<file path="config.mk">
export PLATFORM = sky130hd
export DESIGN_NAME = lsu_mem_stage
export DESIGN_NICKNAME = d
export VERILOG_FILES = /design/src/rtl/lsu_pkg.sv /design/src/rtl/lsu_align.sv /design/src/rtl/lsu_mem_stage.sv
export SDC_FILE = /design/constraint.sdc
export NUM_CORES = 1
export LEC_CHECK = 0
export ABC_AREA = 1
export CAP_MARGIN = 20
export CORE_UTILIZATION = 35
export CTS_CLUSTER_DIAMETER = 100
export DETAILED_ROUTE_END_ITERATION = 16
export HOLD_SLACK_MARGIN = 0.15
export SLEW_MARGIN = 20
export SYNTH_ARGS = -nofsm -noshare
export SYNTH_HDL_FRONTEND = slang
export SYNTH_SLANG_ARGS = --single-unit
export TNS_END_PERCENT = 10
</file>
<file path="constraint.sdc">
create_clock -name clk -period 4.15 [get_ports clk]
set_input_delay 0.83 -clock clk [delete_from_list [all_inputs] [get_ports clk]]
set_output_delay 0.83 -clock clk [all_outputs]
set_load 0.005 [all_outputs]
</file>
<file path="src/rtl/lsu_pkg.sv">
// lsu_pkg: shared state encoding and RV32I load/store size codes
package lsu_pkg;
  typedef enum logic [1:0] {S_IDLE, S_REQ, S_WAIT, S_DONE} state_t;
  localparam logic [2:0] F3_B  = 3'b000;
  localparam logic [2:0] F3_H  = 3'b001;
  localparam logic [2:0] F3_W  = 3'b010;
  localparam logic [2:0] F3_BU = 3'b100;
  localparam logic [2:0] F3_HU = 3'b101;
endpackage

</file>
<file path="src/rtl/lsu_align.sv">
// lsu_align: byte-lane steering, legality check and load extraction
module lsu_align
  import lsu_pkg::*;
(
  input  logic [2:0]  funct3,
  input  logic [1:0]  off,
  input  logic        op_write,
  input  logic [31:0] wdata,
  input  logic [31:0] mem_rdata,
  output logic [3:0]  be,
  output logic [31:0] wdata_lane,
  output logic        bad,
  output logic [31:0] ldata
);
  logic [7:0] b;
  logic [15:0] h;
  logic illegal, mis;
  assign b = mem_rdata[{off, 3'b000} +: 8];
  assign h = off[1] ? mem_rdata[31:16] : mem_rdata[15:0];
  assign illegal = op_write ? (funct3 != F3_B && funct3 != F3_H && funct3 != F3_W)
                            : (funct3 == 3'b011 || funct3[2:1] == 2'b11);
  assign mis = (funct3[1:0] == 2'b01 && off[0]) || (funct3 == F3_W && off != 2'b00);
  assign bad = illegal | mis;
  // loads always fetch the whole word; stores enable only the lanes they write
  always_comb begin
    be = !op_write ? 4'hF : funct3 == F3_B ? 4'b0001 << off : funct3 == F3_H ? (off[1] ? 4'b1100 : 4'b0011) : 4'hF;
    wdata_lane = funct3 == F3_B ? {4{wdata[7:0]}} : funct3 == F3_H ? {2{wdata[15:0]}} : wdata;
    ldata = funct3 == F3_B  ? {{24{b[7]}}, b} :
            funct3 == F3_BU ? {24'b0, b} :
            funct3 == F3_H  ? {{16{h[15]}}, h} :
            funct3 == F3_HU ? {16'b0, h} : mem_rdata;
  end
endmodule

</file>
<file path="src/rtl/lsu_mem_stage.sv">
// lsu_mem_stage: stalling load/store unit driving a req/gnt/rvalid memory port
module lsu_mem_stage
  import lsu_pkg::*;
#(
  parameter int TIMEOUT_CYCLES = 16,
  parameter int ADDR_W = 32
) (
  input  logic              clk,
  input  logic              rst_n,
  input  logic              op_valid,
  input  logic              op_write,
  input  logic [2:0]        funct3,
  input  logic [ADDR_W-1:0] addr,
  input  logic [31:0]       wdata,
  output logic              stall,
  output logic              done,
  output logic [31:0]       rdata,
  output logic              misalign_err,
  output logic              bus_err,
  output logic              mem_req,
  output logic              mem_we,
  output logic [ADDR_W-1:0] mem_addr,
  output logic [3:0]        mem_be,
  output logic [31:0]       mem_wdata,
  input  logic              mem_gnt,
  input  logic              mem_rvalid,
  input  logic [31:0]       mem_rdata
);
  localparam int CW = $clog2(TIMEOUT_CYCLES);
  state_t state;
  logic wr_q;
  logic [2:0] f3_q;
  logic [1:0] off_q;
  logic [31:0] wd_q;
  logic [ADDR_W-1:0] addr_q;
  logic [CW-1:0] cnt;
  logic idle, bad, to;
  logic [31:0] ldata;
  assign idle = state == S_IDLE;
  assign to = cnt == CW'(TIMEOUT_CYCLES - 1);
  assign done = state == S_DONE;
  assign mem_req = state == S_REQ;
  assign mem_we = wr_q;
  assign mem_addr = addr_q;
  assign stall = rst_n & op_valid & (state != S_DONE);
  // in IDLE the live instruction is checked; afterwards the captured copy drives the port
  lsu_align u_align (
    .funct3    (idle ? funct3 : f3_q),
    .off       (idle ? addr[1:0] : off_q),
    .op_write  (idle ? op_write : wr_q),
    .wdata     (idle ? wdata : wd_q),
    .mem_rdata (mem_rdata),
    .be        (mem_be),
    .wdata_lane(mem_wdata),
    .bad       (bad),
    .ldata     (ldata)
  );
  // access sequencer with bus timeout; error flags live only in the DONE cycle
  always_ff @(posedge clk or negedge rst_n) begin
    if (!rst_n) begin
      state <= S_IDLE;
      wr_q <= 1'b0;
      f3_q <= '0;
      off_q <= '0;
      wd_q <= '0;
      addr_q <= '0;
      cnt <= '0;
      rdata <= '0;
      misalign_err <= 1'b0;
      bus_err <= 1'b0;
    end else begin
      case (state)
        S_IDLE: if (op_valid) begin
          wr_q <= op_write;
          f3_q <= funct3;
          off_q <= addr[1:0];
          wd_q <= wdata;
          addr_q <= {addr[ADDR_W-1:2], 2'b00};
          cnt <= '0;
          misalign_err <= bad;
          state <= bad ? S_DONE : S_REQ;
        end
        S_REQ: begin
          cnt <= cnt + 1'b1;
          if (mem_gnt) state <= wr_q ? S_DONE : S_WAIT;
          else if (to) begin
            bus_err <= 1'b1;
            rdata <= '0;
            state <= S_DONE;
          end
        end
        S_WAIT: begin
          cnt <= cnt + 1'b1;
          if (mem_rvalid) begin
            rdata <= ldata;
            state <= S_DONE;
          end else if (to) begin
            bus_err <= 1'b1;
            rdata <= '0;
            state <= S_DONE;
          end
        end
        default: begin
          misalign_err <= 1'b0;
          bus_err <= 1'b0;
          state <= S_IDLE;
        end
      endcase
    end
  end
endmodule
</file>
==> flow_metrics.py, run 1 <==
metrics = {
    "run_status": {
        "status": "complete, no violations",
    },
    "setup_path": {
        "path_class": "reg2out",
        "cp-end-kind": "output pin",
        "start_kind": "flop",
        "worstPathRequired_ps": 3320,
        "crit_fanout": 43,
        "rrSetupSlack_ps": 1760,
        "reg2reg_to": "rdata[26]$_DFFE_PN0P_",
        "reg2reg_from": "state[0]$_DFFE_PN0N_",
        "rr_worst_depth": 12,
        "worstPathArrival_ps": 2930,
    },
    "timing": {
        "finalCritPeriodShare_pct": 90.5,
        "hold-worst-slack_ps": 482,
        "fmax_mhz": 266,
        "fin_skew_ps": 5.45,
        "fin_crit_ps": 3760,
        "setup_violations": 0,
        "tns_ps": 0,
        "hold_violations": 0,
        "rsz0062_at_grt": "no",
        "drv_slew": 0,
        "maxSlewHeadroom_pct": 38.3,
        "tightest_slew_ps": 926,
    },
    "finish": {
        "fin_area_sq_um": 8650,
        "stdcell_count": 1228,
        "area_growth_syn_to_layout_pct": 42.4,
        "diodes": 0,
        "drive_gt1_share_pct": 8.83,
        "fill_cells": 1631,
        "nets": 1114,
        "final_cell_mix": "nand2_1, clkdlybuf4s50_1, dfrtp_1, o21ai_0, inv_1",
        "mostFrequentLayoutCell": "nand2_1",
    },
    "global_routing": {
        "grt_max_degree": 103,
        "grt-ovfl-total": 0,
        "grt_pass1_vias": 5661,
        "track_usage_pct": 21.1,
        "antenna_found_initial": 0,
        "grt_pass1_wl_microns": 29500,
    },
    "clock_network": {
        "cts_resized": 0,
        "cts_root_buf": "clkbuf_16",
        "clock-sinks": 108,
        "clkTransAtPathRegs_ps": 70,
        "cts_max_level": 3,
        "cts_max_path_buffers": 2,
        "post_cts_buffers": 0,
        "cts.hold.buffers_added": 0,
        "cts_tree": "done",
        "worstSkewPairLatency_ps": 350,
        "cts_buffers": 9,
    },
    "pwr": {
        "leakagePower_nw": 4.24,
        "powerDensity_nw_per_um2": 849,
        "peakVddDrop_mv": 0.314,
    },
    "routing": {
        "wl_per_cell_microns": 15.0,
        "drt_iter0_drc": 389,
        "drc": 0,
        "vias": 5806,
        "ant_nets": 0,
        "routed_wl_microns": 18400,
        "viasPerCell": 4.73,
        "dr.pass1.iters": 5,
    },
    "hold_path": {
        "hold_end": "rdata[27]$_DFFE_PN0P_",
        "holdCritPathClass": "reg2reg",
        "hold_start": "rdata[27]$_DFFE_PN0P_",
        "hold_path_depth": 2,
    },
    "die": {
        "start_util_pct": 36.3,
        "io_pins": 211,
        "die_h_microns": 134,
        "core.rowCount": 47,
        "core_region_area_sq_um": 16800,
        "dieWidth_microns": 134,
        "dieArea_sq_um": 17900,
    },
    "placed_design": {
        "port_buffers": 208,
        "placed_cells": 1213,
        "place_congestion": 0.879,
        "post_dp_cell_area_sq_um": 8320,
        "dpl.hpwl_microns": 13700,
    },
    "synth": {
        "avgSynthCellArea_sq_um": 7.49,
        "ys_seq_area_share_pct": 44.5,
        "synth_area_sq_um": 6080,
        "synth_top_area_cell": "dfrtp_1",
        "ys_top_cells_by_area": "dfrtp_1, nand2_1, o21ai_0, mux2_2, inv_1",
        "synth.distinct_cells": 36,
        "async_flop_share_pct": 100,
        "synthFlopType": "dfrtp_1",
        "ys_seq_elements": 108,
        "synth_top_area_share_pct": 44.5,
        "netlist_instances": 811,
        "synth-edff-count": 0,
        "yosysWarnings": 0,
    },
    "run": {
        "maxCapViolCount": 0,
    },
}
[worst max path at each step]
| stage | cells past startpoint | slack [ps] | from | to |
|---|---|---|---|---|
| final | 10 | 390 | state[0]$_DFFE_PN0N_ | mem_be[0] |
| after global routing | 10 | 100 | state[0]$_DFFE_PN0N_ | mem_be[0] |
| after CTS | 10 | 360 | state[0]$_DFFE_PN0N_ | mem_be[0] |
| after detailed placement | 8 | 450 | funct3[1] | mem_be[0] |
| after global placement | 8 | 490 | funct3[1] | mem_be[0] |
| after floorplan | 6 | 1630 | funct3[1] | mem_be[2] |
[worst max-delay path, stage by stage, from the launching register on]
cell             delay, ps
dfrtp_1                410
inv_1                  130
ha_2                   230
inv_4                  150
nand2_1                100
nand2_1                150
nor2_2                 240
inv_1                  140
a211oi_1               380
o21ai_0                160
clkdlybuf4s50_1        470
[cell usage after synthesis, types with 2 or more instances]
cell type,number
nand2_1,348
o21ai_0,97
o211ai_1,8
inv_1,73
a211oi_1,2
nand3_1,27
o21ai_1,3
mux2_2,34
buf_1,5
nand4_1,6
dfrtp_1,108
buf_6,6
buf_2,13
nor2_1,16
ha_1,5
nand2_2,12
a21oi_1,10
buf_4,5
clkbuf_1,12
nor2_2,2
xor2_1,2
nand2_4,3
[where the power goes]
| part | internal, mW | switching [mW] |
|---|---|---|
| sequential | 1.56 | 0.284 |
| combinational | 2.20 | 2.35 |
| clock | 0.562 | 0.394 |
| total | 4.33 | 3.02 |
[layout make-up]
cell class	instances	area, sq um	area share, %
Multi-Input combinational cell	587	2880	33.2
Sequential cell	108	2700	31.2
Timing Repair Buffer	222	2180	25.2
Inverter	76	289	3.34
Tap cell	220	275	3.18
Clock buffer	12	256	2.96
Clock inverter	3	68.8	0.795
[registers in the layout (all words and copies together) (netlist names)]
name / count
cnt: 4
wd_q: 32
mem_we: 1
mem_addr: 30
f3_q: 3
rdata: 32
off_q: 2
state: 2
bus_err: 1
misalign_err: 1
[layer usage]
metal	up-vias	track usage, %	share of wire (%)
li1	2932	-	-
met4	0	6.06	1.4
met2	185	33.3	46
met1	2670	28.3	45
met3	19	5.52	7.3
met5	-	0	0
[through the flow]
step / util, % / power, mW / setup WS, ps
finish: 51.6 / 7.35 / 394
global route: 51.6 / 7.99 / 102
CTS: 51.6 / 7.43 / 361
detailed placement: 49.6 / 6.43 / 448
global placement: 49.6 / 6.42 / 491
floorplan: - / 4.32 / 1630
[kinds of logic after synthesis]
logic type	count (synthesis)	share of synthesized area (%)
and+or+nand+nor	418	28.0
AOI/OAI and AO/OA	125	11.0
buffers and inverters	117	8.61
DFF	108	44.5
muxes	35	6.47
adders and majority gates	5	1.03
xor gates and xnor gates	2	0.288
other	1	0.0617
(Power assumes the default switching activity.)
==> inputs of run 2 (changes only) <==
CORE_ASPECT_RATIO = 1.5   (was unset)
==> run 2 against run 1 <==
Critical path depth up 2. Sequential share of layout area up 0.077 points. Non-clock buffer count unchanged. First-iteration DRC count down 12%. Critical path type unchanged. Critical endpoint is now mem_wdata[25].
==> flow_metrics.py, run 2 (synthesis gave the netlist of run 1 again) <==
metrics = {
    "clock_network": {
        "clock-sinks": 108,
        "cts_max_level": 3,
        "cts_buffers": 9,
        "cts_max_path_buffers": 2,
        "cts_root_buf": "clkbuf_16",
        "clkTransAtPathRegs_ps": 80,
        "worstSkewPairLatency_ps": 340,
        "cts_tree": "done",
    },
    "setup_path": {
        "worstPathRequired_ps": 3320,
        "worstPathArrival_ps": 3000,
        "reg2reg_to": "rdata[4]$_DFFE_PN0P_",
        "rr_worst_depth": 13,
        "reg2reg_from": "state[1]$_DFFE_PN0N_",
        "crit_fanout": 20,
        "start_kind": "flop",
        "crit_start": "state[0]$_DFFE_PN0N_",
        "path_class": "reg2out",
        "cpMostUsedCell": "nand2_1",
        "cp-end-kind": "output pin",
        "worst_path_largest_cell_delay_ps": 490,
        "cp_slowest_cell": "clkdlybuf4s50_1",
        "crit_chain": "inv_1, ha_4, buf_4, nand2_1, nand2_1, inv_2, nand2_2, inv_1, a21oi_1, o21ai_0, nand2_1, clkdlybuf4s50_1",
        "rrSetupSlack_ps": 1630,
    },
    "hold_path": {
        "hold_start": "rdata[4]$_DFFE_PN0P_",
        "holdCritPathClass": "reg2reg",
        "hold_path_depth": 2,
        "hold_end": "rdata[4]$_DFFE_PN0P_",
    },
    "routing": {
        "drc": 0,
        "drt_iter0_drc": 343,
        "wl_per_cell_microns": 15.1,
        "viasPerCell": 4.74,
        "ant_nets": 0,
        "dr.pass1.iters": 4,
        "routed_wl_microns": 18400,
        "vias": 5780,
    },
    "die": {
        "dieArea_sq_um": 17900,
        "io_pins": 211,
        "dieWidth_microns": 110,
        "core_region_area_sq_um": 16900,
        "start_util_pct": 35.9,
        "die_h_microns": 163,
        "core.rowCount": 58,
    },
    "timing": {
        "fmax_mhz": 261,
        "finalCritPeriodShare_pct": 92.3,
        "fin_crit_ps": 3830,
        "fin_skew_ps": 8.69,
        "rsz0062_at_grt": "no",
        "drv_slew": 0,
        "tns_ps": 0,
        "setup_violations": 0,
        "tightest_slew_ps": 949,
        "hold_violations": 0,
        "maxSlewHeadroom_pct": 36.6,
        "fin_ws_ps": 319,
    },
    "finish": {
        "fill_cells": 1725,
        "final_cell_mix": "nand2_1, clkdlybuf4s50_1, dfrtp_1, o21ai_0, inv_1",
        "drive_gt1_share_pct": 9.22,
        "nets": 1114,
        "multiInputGateArea_sq_um": 2880,
        "area_growth_syn_to_layout_pct": 42.1,
        "mostFrequentLayoutCell": "nand2_1",
        "regArea_sq_um": 2700,
        "diodes": 0,
    },
    "global_routing": {
        "track_usage_pct": 21.1,
        "grt_pass1_vias": 5625,
        "grt_max_degree": 86,
        "antenna_found_initial": 1,
        "grt-ovfl-total": 0,
        "grt_pass1_wl_microns": 28800,
    },
    "placed_design": {
        "port_buffers": 208,
        "preCtsSetupSlack_ps": 302,
        "dpl.hpwl_microns": 14000,
        "place_congestion": 0.855,
    },
    "pwr": {
        "intPower_mw": 4.27,
        "peakVddDrop_mv": 0.329,
        "swShare_pct": 41.6,
        "p_seq_share_pct": 25.1,
        "power.switching_mw": 3.04,
        "leakagePower_nw": 4.24,
        "powerDensity_nw_per_um2": 846,
        "comb_power_share_pct": 62.6,
        "clockPowerShare_pct": 12.3,
    },
    "run": {
        "maxCapViolCount": 0,
    },
    "run_status": {
        "status": "complete, no violations",
    },
}
## run 2: cell count changes in the layout (fill, tap and decap cells not counted), sizes merged
| cell | change |
|---|---|
| clkinvlp | +1 |
| clkbuf | -2 |
| clkinv | +2 |
| inv | +1 |
| bufinv | -1 |
## run 2: stage by stage
step / power [mW] / utilization [%] / hold slack, ps / instance area, sq um / std cells
after detailed placement: 6.44 / 49.1 / 465 / 8310 / 1203
after CTS: 7.38 / 51.0 / 485 / 8620 / 1219
final: 7.31 / 51.1 / 482 / 8630 / 1219
after global placement: 6.43 / 49.1 / 462 / 8310 / 1203
after floorplan: 4.32 / - / 448 / 6080 / 812
after global routing: 7.97 / 51.1 / 498 / 8630 / 1219
## run 2: final cells by class
class,count,share of cell area (%)
sequential,108,31.3
tap,210,3.04
inverter,76,3.35
multi-input combinational,587,33.4
timing repair buffer,222,25.3
clock inverter,6,0.826
clock buffer,10,2.77
## run 2: how the worst max path moves through the flow
stage | endpoint | cells after the start
2_1_floorplan | mem_be[2] | 6
3_3_place_gp | mem_wdata[27] | 10
3_5_place_dp | mem_wdata[27] | 10
4_1_cts | mem_wdata[25] | 12
5_1_grt | mem_wdata[27] | 12
6_report | mem_wdata[25] | 12
## run 2: per-layer routing
metal | track usage [%] | wire length [microns] | part of all wire (%)
met5 | 0 | 11 | 0.060
met4 | 8.18 | 538 | 2.9
met3 | 5.91 | 1450 | 7.9
met2 | 35.3 | 8960 | 49
met1 | 25.3 | 7400 | 40
## run 2: worst max-delay path: cells and delay by family (launching register included)
kind / cells / cell delay (ps)
flops: 1 / 400
buf+inv: 5 / 1220
fa+ha+maj: 1 / 240
simple gates: 4 / 530
compound gates: 2 / 270
## run 2: repair_timing
action	in CTS	in global routing
gates resized for setup	0	2
hold endpoints to repair	0	0
setup buffers	0	0
hold buffers	0	0
setup endpoints to repair	0	8
## run 2: power by group through the flow
stage               clock (mW)  combinational (mW)  sequential [mW]
floorplan                    0                2.48             1.84
global placement             0                4.59             1.84
detailed placement           0                4.59             1.86
CTS                      0.929                4.61             1.84
global route             0.965                5.10             1.90
finish                   0.898                4.57             1.84
==> inputs of run 3 (changes only) <==
CAP_MARGIN = 15   (was 20)
CTS_CLUSTER_DIAMETER = 200   (was 100)
PLACE_DENSITY = 0.73   (was unset)
==> run 3 against run 2 <==
Register-to-register slack worse by 190 ps. Critical path depth is 4 lower. Largest cell class unchanged. Clock-buffer cell count shrank 1. Setup slack got worse by 44 ps. Global-route usage down 0.29 points. Sequential share of layout area is 0.14 points higher. Maximum frequency down 1.1%.
==> flow_metrics.py, run 3 (synthesis gave the netlist of run 1 again) <==
metrics = {
    "routing": {
        "drc": 0,
        "wl_met1_microns": 7220,
        "wl_per_cell_microns": 14.8,
        "drt_iter0_drc": 326,
        "dr.pass1.iters": 5,
        "vias": 5906,
        "wl_met3_microns": 1300,
        "routed_wl_microns": 18000,
        "viasPerCell": 4.85,
        "ant_nets": 0,
        "dr_wl_met2_microns": 8970,
        "top_layer": "met4",
    },
    "setup_path": {
        "rr_worst_depth": 11,
        "start_kind": "flop",
        "cp-end-kind": "output pin",
        "rrSetupSlack_ps": 1440,
        "crit_fanout": 34,
        "worstPathRequired_ps": 3320,
        "reg2reg_from": "state[0]$_DFFE_PN0N_",
        "worstPathArrival_ps": 3050,
        "path_class": "reg2out",
        "reg2reg_to": "rdata[0]$_DFFE_PN0P_",
    },
    "clock_network": {
        "cts_root_buf": "clkbuf_16",
        "cts_buffers": 9,
        "cts.hold.buffers_added": 0,
        "cts_max_level": 3,
        "worstSkewPairLatency_ps": 350,
        "post_cts_buffers": 0,
        "cts_tree": "done",
        "clock-sinks": 108,
        "cts_max_path_buffers": 2,
        "cts_resized": 0,
        "clkTransAtPathRegs_ps": 80,
    },
    "finish": {
        "diodes": 0,
        "stdcell_count": 1217,
        "mostFrequentLayoutCell": "nand2_1",
        "fin_util_pct": 50.8,
        "drive_gt1_share_pct": 8.94,
        "fill_cells": 1648,
        "area_growth_syn_to_layout_pct": 41.4,
        "nets": 1112,
        "final_cell_mix": "nand2_1, clkdlybuf4s50_1, dfrtp_1, o21ai_0, inv_1",
    },
    "timing": {
        "drv_slew": 0,
        "tightest_slew_ps": 1050,
        "fin_skew_ps": 10.5,
        "setup_violations": 0,
        "fmax_mhz": 258,
        "hold_violations": 0,
        "fin_crit_ps": 3880,
        "tns_ps": 0,
        "rsz0062_at_grt": "no",
        "finalCritPeriodShare_pct": 93.4,
        "maxSlewHeadroom_pct": 30.2,
    },
    "die": {
        "die_h_microns": 163,
        "io_pins": 211,
        "start_util_pct": 35.9,
        "dieArea_sq_um": 17900,
        "core_region_area_sq_um": 16900,
        "core.rowCount": 58,
        "dieWidth_microns": 110,
    },
    "run": {
        "maxCapViolCount": 0,
    },
    "pwr": {
        "fin_total_pwr_mw": 7.26,
        "leakagePower_nw": 4.23,
        "peakVddDrop_mv": 0.520,
        "powerDensity_nw_per_um2": 844,
    },
    "global_routing": {
        "track_usage_pct": 20.8,
        "grt_max_degree": 103,
        "grt-ovfl-total": 0,
        "antenna_found_initial": 0,
        "grt_pass1_wl_microns": 28600,
        "grt_pass1_vias": 5663,
    },
    "hold_path": {
        "hold_end": "rdata[29]$_DFFE_PN0P_",
        "holdCritPathClass": "reg2reg",
        "hold_path_depth": 2,
        "hold_start": "rdata[29]$_DFFE_PN0P_",
    },
    "placed_design": {
        "place_congestion": 0.913,
        "port_buffers": 208,
        "dpl.hpwl_microns": 13500,
        "placed_cells": 1201,
    },
    "run_status": {
        "status": "complete, no violations",
    },
}
## run 3: worst max-delay path by stage
stage                                     from       endpoint  slack (ps)  cells past startpoint
after floorplan                      funct3[1]      mem_be[2]        1630                      6
after global placement               funct3[1]      mem_be[0]         410                      8
after detailed placement             funct3[1]      mem_be[0]         380                      8
after CTS                 state[1]$_DFFE_PN0N_      mem_be[0]         260                     10
after global routing      state[1]$_DFFE_PN0N_      mem_be[0]          20                     10
final                     state[0]$_DFFE_PN0N_  mem_wdata[23]         270                      8
## run 3: where the power goes
| part | internal, mW | switching, mW |
|---|---|---|
| clock | 0.431 | 0.444 |
| sequential | 1.56 | 0.269 |
| combinational | 2.19 | 2.36 |
| total | 4.18 | 3.07 |
## run 3: per-stage QoR
stage               cell area, sq um  setup slack [ps]  hold slack, ps
floorplan                       6080              1630             448
global placement                8290               409             460
detailed placement              8290               376             466
CTS                             8590               255             486
global route                    8590              22.0             496
finish                          8590               275             480
## run 3: final cells by class
| cell class | instances | area, sq um | share of cell area (%) |
|---|---|---|---|
| Clock buffer | 9 | 225 | 2.62 |
| Clock inverter | 7 | 73.8 | 0.859 |
| Inverter | 76 | 289 | 3.36 |
| Multi-Input combinational cell | 587 | 2870 | 33.4 |
| Sequential cell | 108 | 2700 | 31.5 |
| Tap cell | 210 | 263 | 3.06 |
| Timing Repair Buffer | 220 | 2170 | 25.2 |
## run 3: critical path, stage by stage, from the launching register on
cell and delay [ps]:
dfrtp_1 410, inv_1 130, ha_2 390, inv_4 110, buf_4 250, o21ai_0 510, nor2_1 110, a31oi_1 210
clkdlybuf4s50_1 560
## run 3: layer usage
metal  up-vias  GRT usage (%)
met5         -              0
met4         0           7.33
met3        22           4.59
met2       216           35.7
met1      2726           25.3
li1       2942              -
